--- config.mk ---
export PLATFORM = sky130hd
export DESIGN_NAME = debouncer_bank_flat
export DESIGN_NICKNAME = d
export VERILOG_FILES = /design/src/rtl/debouncer_pkg.sv /design/src/rtl/debouncer_bank_if.sv /design/src/rtl/debounce_ch.sv /design/src/rtl/debouncer_bank.sv /design/src/flat_wrapper.sv
export SDC_FILE = /design/constraint.sdc
export NUM_CORES = 1
export LEC_CHECK = 0
export CORE_UTILIZATION = 47
export CTS_CLUSTER_SIZE = 16
export DETAILED_ROUTE_END_ITERATION = 12
export SKIP_LAST_GASP = 1
export SLEW_MARGIN = 10
export SYNTH_ARGS = -nofsm -noshare
export SYNTH_HDL_FRONTEND = slang
export SYNTH_SLANG_ARGS = --single-unit
export TNS_END_PERCENT = 10
--- constraint.sdc ---
create_clock -name clk -period 1.9 [get_ports clk]
set_input_delay 0.475 -clock clk [delete_from_list [all_inputs] [get_ports clk]]
set_output_delay 0.475 -clock clk [all_outputs]
set_load 0.01 [all_outputs]
--- src/rtl/debouncer_pkg.sv ---
// rtl/debouncer_pkg.sv - shared constants, width helpers and parameter checks for debouncer_bank
package debouncer_pkg;

    localparam int DEF_N_CH          = 4;
    localparam int DEF_DB_CYCLES     = 2000000;
    localparam int DEF_HOLD_CYCLES   = 50000000;
    localparam int DEF_REPEAT_CYCLES = 10000000;
    localparam int DEF_ACTIVE_LOW    = 1;

    // Bits needed to hold values 0..value-1; never less than one bit.
    function automatic int clog2(input int value);
        longint lim;
        int     w;
        lim = 2;
        w   = 1;
        while (lim < longint'(value)) begin
            lim = lim * 2;
            w   = w + 1;
        end
        return w;
    endfunction

    // Debounce counter runs 0..DB_CYCLES-1.
    function automatic int db_w(input int db_cycles);
        return clog2(db_cycles);
    endfunction

    // Hold counter saturates at HOLD_CYCLES itself, so it needs one extra value.
    function automatic int hold_w(input int hold_cycles);
        return clog2(hold_cycles + 1);
    endfunction

    // Repeat counter runs 0..REPEAT_CYCLES-1.
    function automatic int rpt_w(input int repeat_cycles);
        return clog2(repeat_cycles);
    endfunction

    function automatic bit params_ok(input int db_cycles, input int hold_cycles,
                                     input int repeat_cycles);
        return (db_cycles >= 2) && (hold_cycles >= 1) && (repeat_cycles >= 1);
    endfunction

endpackage

--- src/rtl/debouncer_bank_if.sv ---
// rtl/debouncer_bank_if.sv - button pins and conditioned button outputs of debouncer_bank
interface debouncer_bank_if #(
    parameter int N_CH = 4
);
    logic [N_CH-1:0] button;
    logic [N_CH-1:0] level;
    logic [N_CH-1:0] r_edge;
    logic [N_CH-1:0] f_edge;
    logic [N_CH-1:0] long_press;
    logic [N_CH-1:0] rpt;

    // Board / consumer side: drives the pins, observes the conditioned outputs.
    modport master (output button, input level, r_edge, f_edge, long_press, rpt);
    // Conditioner side.
    modport slave  (input button, output level, r_edge, f_edge, long_press, rpt);
endinterface

--- src/rtl/debounce_ch.sv ---
// rtl/debounce_ch.sv - one button channel: sync, debounce, edges, long press, optional repeat (DEBOUNCER_BANK_REPEAT_EN)
import debouncer_pkg::*;

module debounce_ch #(
    parameter int DB_CYCLES     = DEF_DB_CYCLES,
    parameter int HOLD_CYCLES   = DEF_HOLD_CYCLES,
    parameter int REPEAT_CYCLES = DEF_REPEAT_CYCLES,
    parameter int ACTIVE_LOW    = DEF_ACTIVE_LOW
) (
    input  logic clk,
    input  logic rst,
    input  logic button,
    output logic level,
    output logic r_edge,
    output logic f_edge,
    output logic long_press,
    output logic rpt
);
    localparam int   DB_W   = db_w(DB_CYCLES);
    localparam int   HOLD_W = hold_w(HOLD_CYCLES);
    localparam logic ACT    = (ACTIVE_LOW != 0);

    if (!params_ok(DB_CYCLES, HOLD_CYCLES, REPEAT_CYCLES)) begin : g_bad_params
        $error("debounce_ch: DB_CYCLES must be >= 2, HOLD_CYCLES and REPEAT_CYCLES >= 1");
    end

    logic              s0, s1;
    logic              sample;
    logic              acc;
    logic [DB_W-1:0]   db_cnt;
    logic [HOLD_W-1:0] hold_cnt;
    logic              rise, fall, hold_hit;

    // The sync FFs keep the raw pin, so resetting them to the raw idle level avoids a false press.
    assign sample   = s1 ^ ACT;
    // acc is the accepted level one cycle ahead of the registered level output.
    assign rise     = acc & ~level;
    assign fall     = ~acc & level;
    assign hold_hit = acc && !rise && (hold_cnt == HOLD_W'(HOLD_CYCLES - 1));

    // Two-flop synchroniser for the asynchronous pin.
    always_ff @(posedge clk) begin
        if (rst) begin
            s0 <= ACT;
            s1 <= ACT;
        end else begin
            s0 <= button;
            s1 <= s0;
        end
    end

    // Accept a new level only after DB_CYCLES consecutive differing samples.
    always_ff @(posedge clk) begin
        if (rst) begin
            acc    <= 1'b0;
            db_cnt <= '0;
        end else if (sample == acc) begin
            db_cnt <= '0;
        end else if (db_cnt == DB_W'(DB_CYCLES - 1)) begin
            acc    <= sample;
            db_cnt <= '0;
        end else begin
            db_cnt <= db_cnt + 1'b1;
        end
    end

    // Registered level and one-cycle event pulses, all aligned to the level change.
    always_ff @(posedge clk) begin
        if (rst) begin
            level      <= 1'b0;
            r_edge     <= 1'b0;
            f_edge     <= 1'b0;
            long_press <= 1'b0;
        end else begin
            level      <= acc;
            r_edge     <= rise;
            f_edge     <= fall;
            long_press <= hold_hit;
        end
    end

    // Saturating hold timer; restarts on every new press and clears while released.
    always_ff @(posedge clk) begin
        if (rst || !acc || rise) begin
            hold_cnt <= '0;
        end else if (hold_cnt != HOLD_W'(HOLD_CYCLES)) begin
            hold_cnt <= hold_cnt + 1'b1;
        end
    end

`ifdef DEBOUNCER_BANK_REPEAT_EN
    localparam int RPT_W = rpt_w(REPEAT_CYCLES);

    logic             rpt_on;
    logic [RPT_W-1:0] rpt_cnt;

    // Periodic repeat after a long press; a release stops it before the f_edge cycle.
    always_ff @(posedge clk) begin
        if (rst) begin
            rpt_on  <= 1'b0;
            rpt_cnt <= '0;
            rpt     <= 1'b0;
        end else begin
            rpt <= 1'b0;
            if (!acc) begin
                rpt_on  <= 1'b0;
                rpt_cnt <= '0;
            end else if (hold_hit) begin
                rpt_on  <= 1'b1;
                rpt_cnt <= '0;
            end else if (rpt_on) begin
                if (rpt_cnt == RPT_W'(REPEAT_CYCLES - 1)) begin
                    rpt_cnt <= '0;
                    rpt     <= 1'b1;
                end else begin
                    rpt_cnt <= rpt_cnt + 1'b1;
                end
            end
        end
    end
`else
    assign rpt = 1'b0;
`endif

endmodule

--- src/rtl/debouncer_bank.sv ---
// rtl/debouncer_bank.sv - N independent push-button conditioners (auto-repeat via DEBOUNCER_BANK_REPEAT_EN)
import debouncer_pkg::*;

module debouncer_bank #(
    parameter int N_CH          = DEF_N_CH,
    parameter int DB_CYCLES     = DEF_DB_CYCLES,
    parameter int HOLD_CYCLES   = DEF_HOLD_CYCLES,
    parameter int REPEAT_CYCLES = DEF_REPEAT_CYCLES,
    parameter int ACTIVE_LOW    = DEF_ACTIVE_LOW
) (
    input  logic             clk,
    input  logic             rst,
    debouncer_bank_if.slave  bus
);

    // One fully independent conditioner per button.
    for (genvar i = 0; i < N_CH; i++) begin : g_ch
        debounce_ch #(
            .DB_CYCLES     (DB_CYCLES),
            .HOLD_CYCLES   (HOLD_CYCLES),
            .REPEAT_CYCLES (REPEAT_CYCLES),
            .ACTIVE_LOW    (ACTIVE_LOW)
        ) u_ch (
            .clk        (clk),
            .rst        (rst),
            .button     (bus.button[i]),
            .level      (bus.level[i]),
            .r_edge     (bus.r_edge[i]),
            .f_edge     (bus.f_edge[i]),
            .long_press (bus.long_press[i]),
            .rpt        (bus.rpt[i])
        );
    end

endmodule

--- src/flat_wrapper.sv ---
// flat-port wrapper written by rule: the top's interface ports become plain ports
module debouncer_bank_flat 
#(
    parameter int N_CH          = DEF_N_CH,
    parameter int DB_CYCLES     = DEF_DB_CYCLES,
    parameter int HOLD_CYCLES   = DEF_HOLD_CYCLES,
    parameter int REPEAT_CYCLES = DEF_REPEAT_CYCLES,
    parameter int ACTIVE_LOW    = DEF_ACTIVE_LOW
)
  (clk, rst, bus_button, bus_level, bus_r_edge, bus_f_edge, bus_long_press, bus_rpt);
  debouncer_bank_if #(.N_CH(N_CH)) bus_i ();
  input  logic clk;
  input  logic rst;
  input wire logic [$bits(bus_i.button)-1:0] bus_button;
  output wire logic [$bits(bus_i.level)-1:0] bus_level;
  output wire logic [$bits(bus_i.r_edge)-1:0] bus_r_edge;
  output wire logic [$bits(bus_i.f_edge)-1:0] bus_f_edge;
  output wire logic [$bits(bus_i.long_press)-1:0] bus_long_press;
  output wire logic [$bits(bus_i.rpt)-1:0] bus_rpt;
  assign bus_i.button = bus_button;
  assign bus_level = bus_i.level;
  assign bus_r_edge = bus_i.r_edge;
  assign bus_f_edge = bus_i.f_edge;
  assign bus_long_press = bus_i.long_press;
  assign bus_rpt = bus_i.rpt;
  debouncer_bank #(.N_CH(N_CH), .DB_CYCLES(DB_CYCLES), .HOLD_CYCLES(HOLD_CYCLES), .REPEAT_CYCLES(REPEAT_CYCLES), .ACTIVE_LOW(ACTIVE_LOW)) u_core (.clk(clk), .rst(rst), .bus(bus_i));
endmodule
==> flow_summary.toml <==
[clocking]
clock_path_buffers = 3
clk_latency_ns = 0.51
cts_inserted_buffers = 24
h-tree-depth = 1
cts_tree = "yes"
path_clk_slew_ns = 0.06
clkSinkCount = 216
cts-root-buf = "clkbuf_16"
holdBufCountCts = 0

[min_path]
min_path_type = "register to register"

[routing]
drc = 0
vias_per_cell = 5.02
wl_met2_mm = 7.45
m1WireLength_mm = 8.90
vias = 7019
wl_met3_microns = 519
drt_pass1_iterations = 4
drt_iter0_markers = 313
totalWireLength_mm = 17.3
ant_nets = 0
routed.top_layer = "met4"
wl_per_cell_microns = 12.3

[place]
portBuffers = 21
hpwl_mm = 11.5
globalplace.congestion = 0.780
pre_cts_ws_ns = -0.199
dp_cells = 1357

[timing]
fin_setup_tns_ns = 0
setup-violations-final = 0
setup_ws_ns = 0.00886
hold_violations = 0
finalCriticalPeriod_ns = 1.89
grt_setup_unrepaired = "yes"
clock.fmax_ghz = 0.529
fin_crit_sh = 0.995
skew_ns = 0.0120
final-max-slew-violation-count = 0

[die]
dieArea_sq_um = 20900
pin_count = 26
dieHeight_microns = 145
coreArea_sq_um = 19700
num_rows = 51
start_util = 0.484
die_width_microns = 145

[setup_path]
worstPathCellList = "clkdlybuf4s50_1"
crit_fanout = 4
crit_path_max_incr_delay_ns = 0.55
crit_buf_inv = 1
path_delay_family = "buffers and inverters"
worst-setup-path-type = "register to output port"
slowest_stage = "clkdlybuf4s50_1"
critPathArrivalTime_ns = 1.42
required_ns = 1.42
cp-end-kind = "output port"
cp-start-kind = "register"

[finish]
n_antenna_cell = 0
layout-drive-gt1-share = 0.0970
synthToLayoutAreaGrowth_pct = 14.7
nets = 1136
nFillCells = 1826
finalNonFillerCells = 1399
fin_util = 0.556

[pwr]
power_density_nw_per_um2 = 829
leakage_uw = 0.00364
p_total_uw = 9080
ir_worst_vdd_uv = 588

[yosys]
synth_top_area_share = 0.453
ys.flop_type = "dfxtp_1"
seq_area_frac_synth = 0.453
synth_top_area_cell = "dfxtp_1"
netlist_top_cells_count = "216 x dfxtp_1, 207 x nor2_1, 107 x xor2_1"
syn_area_per_cell_sq_um = 8.87
synth-edff-count = 0
ys_types = 46
synth_area_sq_um = 9550
ys_async_sr_fraction = 0
synth-seq-cells = 216
synth_warnings = 0
netlist_top_cells_area = "dfxtp_1 45%, xor2_1 9.8%, nor2_1 8.1%"
syn_inst = 1077
synth.most_common_cell = "dfxtp_1"

[outcome]
status = "finished, final reports clean"

[global_route]
antenna_found_initial = 0
overflow = 0
grt_pass1_wl_mm = 29.8
grt_pass1_vias = 6517
track_usage = 0.172
grt_max_degree = 28

[run]
max_cap_violations = 0
## cells by family after synthesis
kind of cell | count (synthesis) | share of synthesized area
simple gates | 580 | 0.319
flops | 216 | 0.453
xor+xnor | 169 | 0.155
buf+inv | 73 | 0.0407
compound gates | 21 | 0.0115
fa+ha+maj | 12 | 0.0157
mux | 5 | 0.00524
other cells | 1 | 0.000393
## area by class of cell
type	instances	area (sq um)	share of cell area
multi-input cells	791	4850	0.443
flip-flops and latches	216	4320	0.395
clock buffers	31	688	0.0628
clock inverters	11	82.6	0.00754
well taps	265	332	0.0303
inverters	21	78.8	0.00720
repair buffers	64	597	0.0545
## state kept, by name, summed over array words and instances, names as in the netlist
register and cells:
u_core.g_ch.u_ch.f_edge 4, u_core.g_ch.u_ch.long_press 4, u_core.g_ch.u_ch.acc 4, u_core.g_ch.u_ch.r_edge 4, u_core.g_ch.u_ch.s0 4, u_core.g_ch.u_ch.level 4
u_core.g_ch.u_ch.hold_cnt 104, u_core.g_ch.u_ch.s1 4, u_core.g_ch.u_ch.db_cnt 84
## repair_timing
item | 4_1_cts | 5_1_grt
endpoints found under the setup margin | 4 | 26
resized for setup | 1 | 2
buffers inserted | 0 | 0
cloned | 0 | 0
## routing by layer
metal | GRT usage | vias to the layer above
met3 | 0.0305 | 25
met4 | 0.0510 | 0
met5 | 0 | -
li1 | - | 3709
met1 | 0.232 | 3205
met2 | 0.278 | 80
## stage by stage
step	instance area, sq um	hold WS [ns]
finish	11000	0.407
global route	11000	0.436
CTS	10900	0.409
detailed placement	10200	0.394
global placement	10200	0.390
floorplan	9560	0.389
## layout by cell type (no fill, tap or decap), types with 19 or more instances in the layout
cell / instances
dfxtp_1: 216
nor2_1: 207
xor2_1: 107
nand3_1: 81
xnor2_1: 62
nand2_1: 60
nand4_1: 51
buf_4: 38
and3_1: 31
nor3_1: 31
clkbuf_16: 25
inv_1: 21
and4_1: 19
clkdlybuf4s50_1: 19
## worst reg2reg max path: cells and delay by family (launching register included)
| family | cells | cell delay (ns) |
|---|---|---|
| buf+inv | 1 | 0.20 |
| flops | 1 | 0.42 |
| fa+ha+maj | 1 | 0.27 |
| simple gates | 4 | 0.57 |
| xor+xnor | 1 | 0.16 |
## final timing paths
kind	startpoint	to	slack, ns	cells after the start
setup reg to reg	u_core.g_ch[0].u_ch.hold_cnt[1]$_SDFFE_PP0P_	u_core.g_ch[0].u_ch.hold_cnt[20]$_SDFFE_PP0P_	0.17	7
hold / removal	u_core.g_ch[0].u_ch.s0$_SDFF_PP1_	u_core.g_ch[0].u_ch.s1$_SDFF_PP1_	0.41	1
setup / recovery	u_core.g_ch[2].u_ch.level$_SDFF_PP0_	bus_level[2]	0.009	1
hold reg to reg	u_core.g_ch[0].u_ch.s0$_SDFF_PP1_	u_core.g_ch[0].u_ch.s1$_SDFF_PP1_	0.41	1
## power by group
group | leakage [uW] | total, uW | switching (uW) | internal [uW]
combinational | 0.00151 | 67.9 | 33.7 | 34.1
clock | 0.000389 | 4470 | 1790 | 2670
sequential | 0.00174 | 4550 | 6.08 | 4540
total | 0.00364 | 9080 | 1830 | 7250
Note: power is estimated with default switching activity, not from simulation.
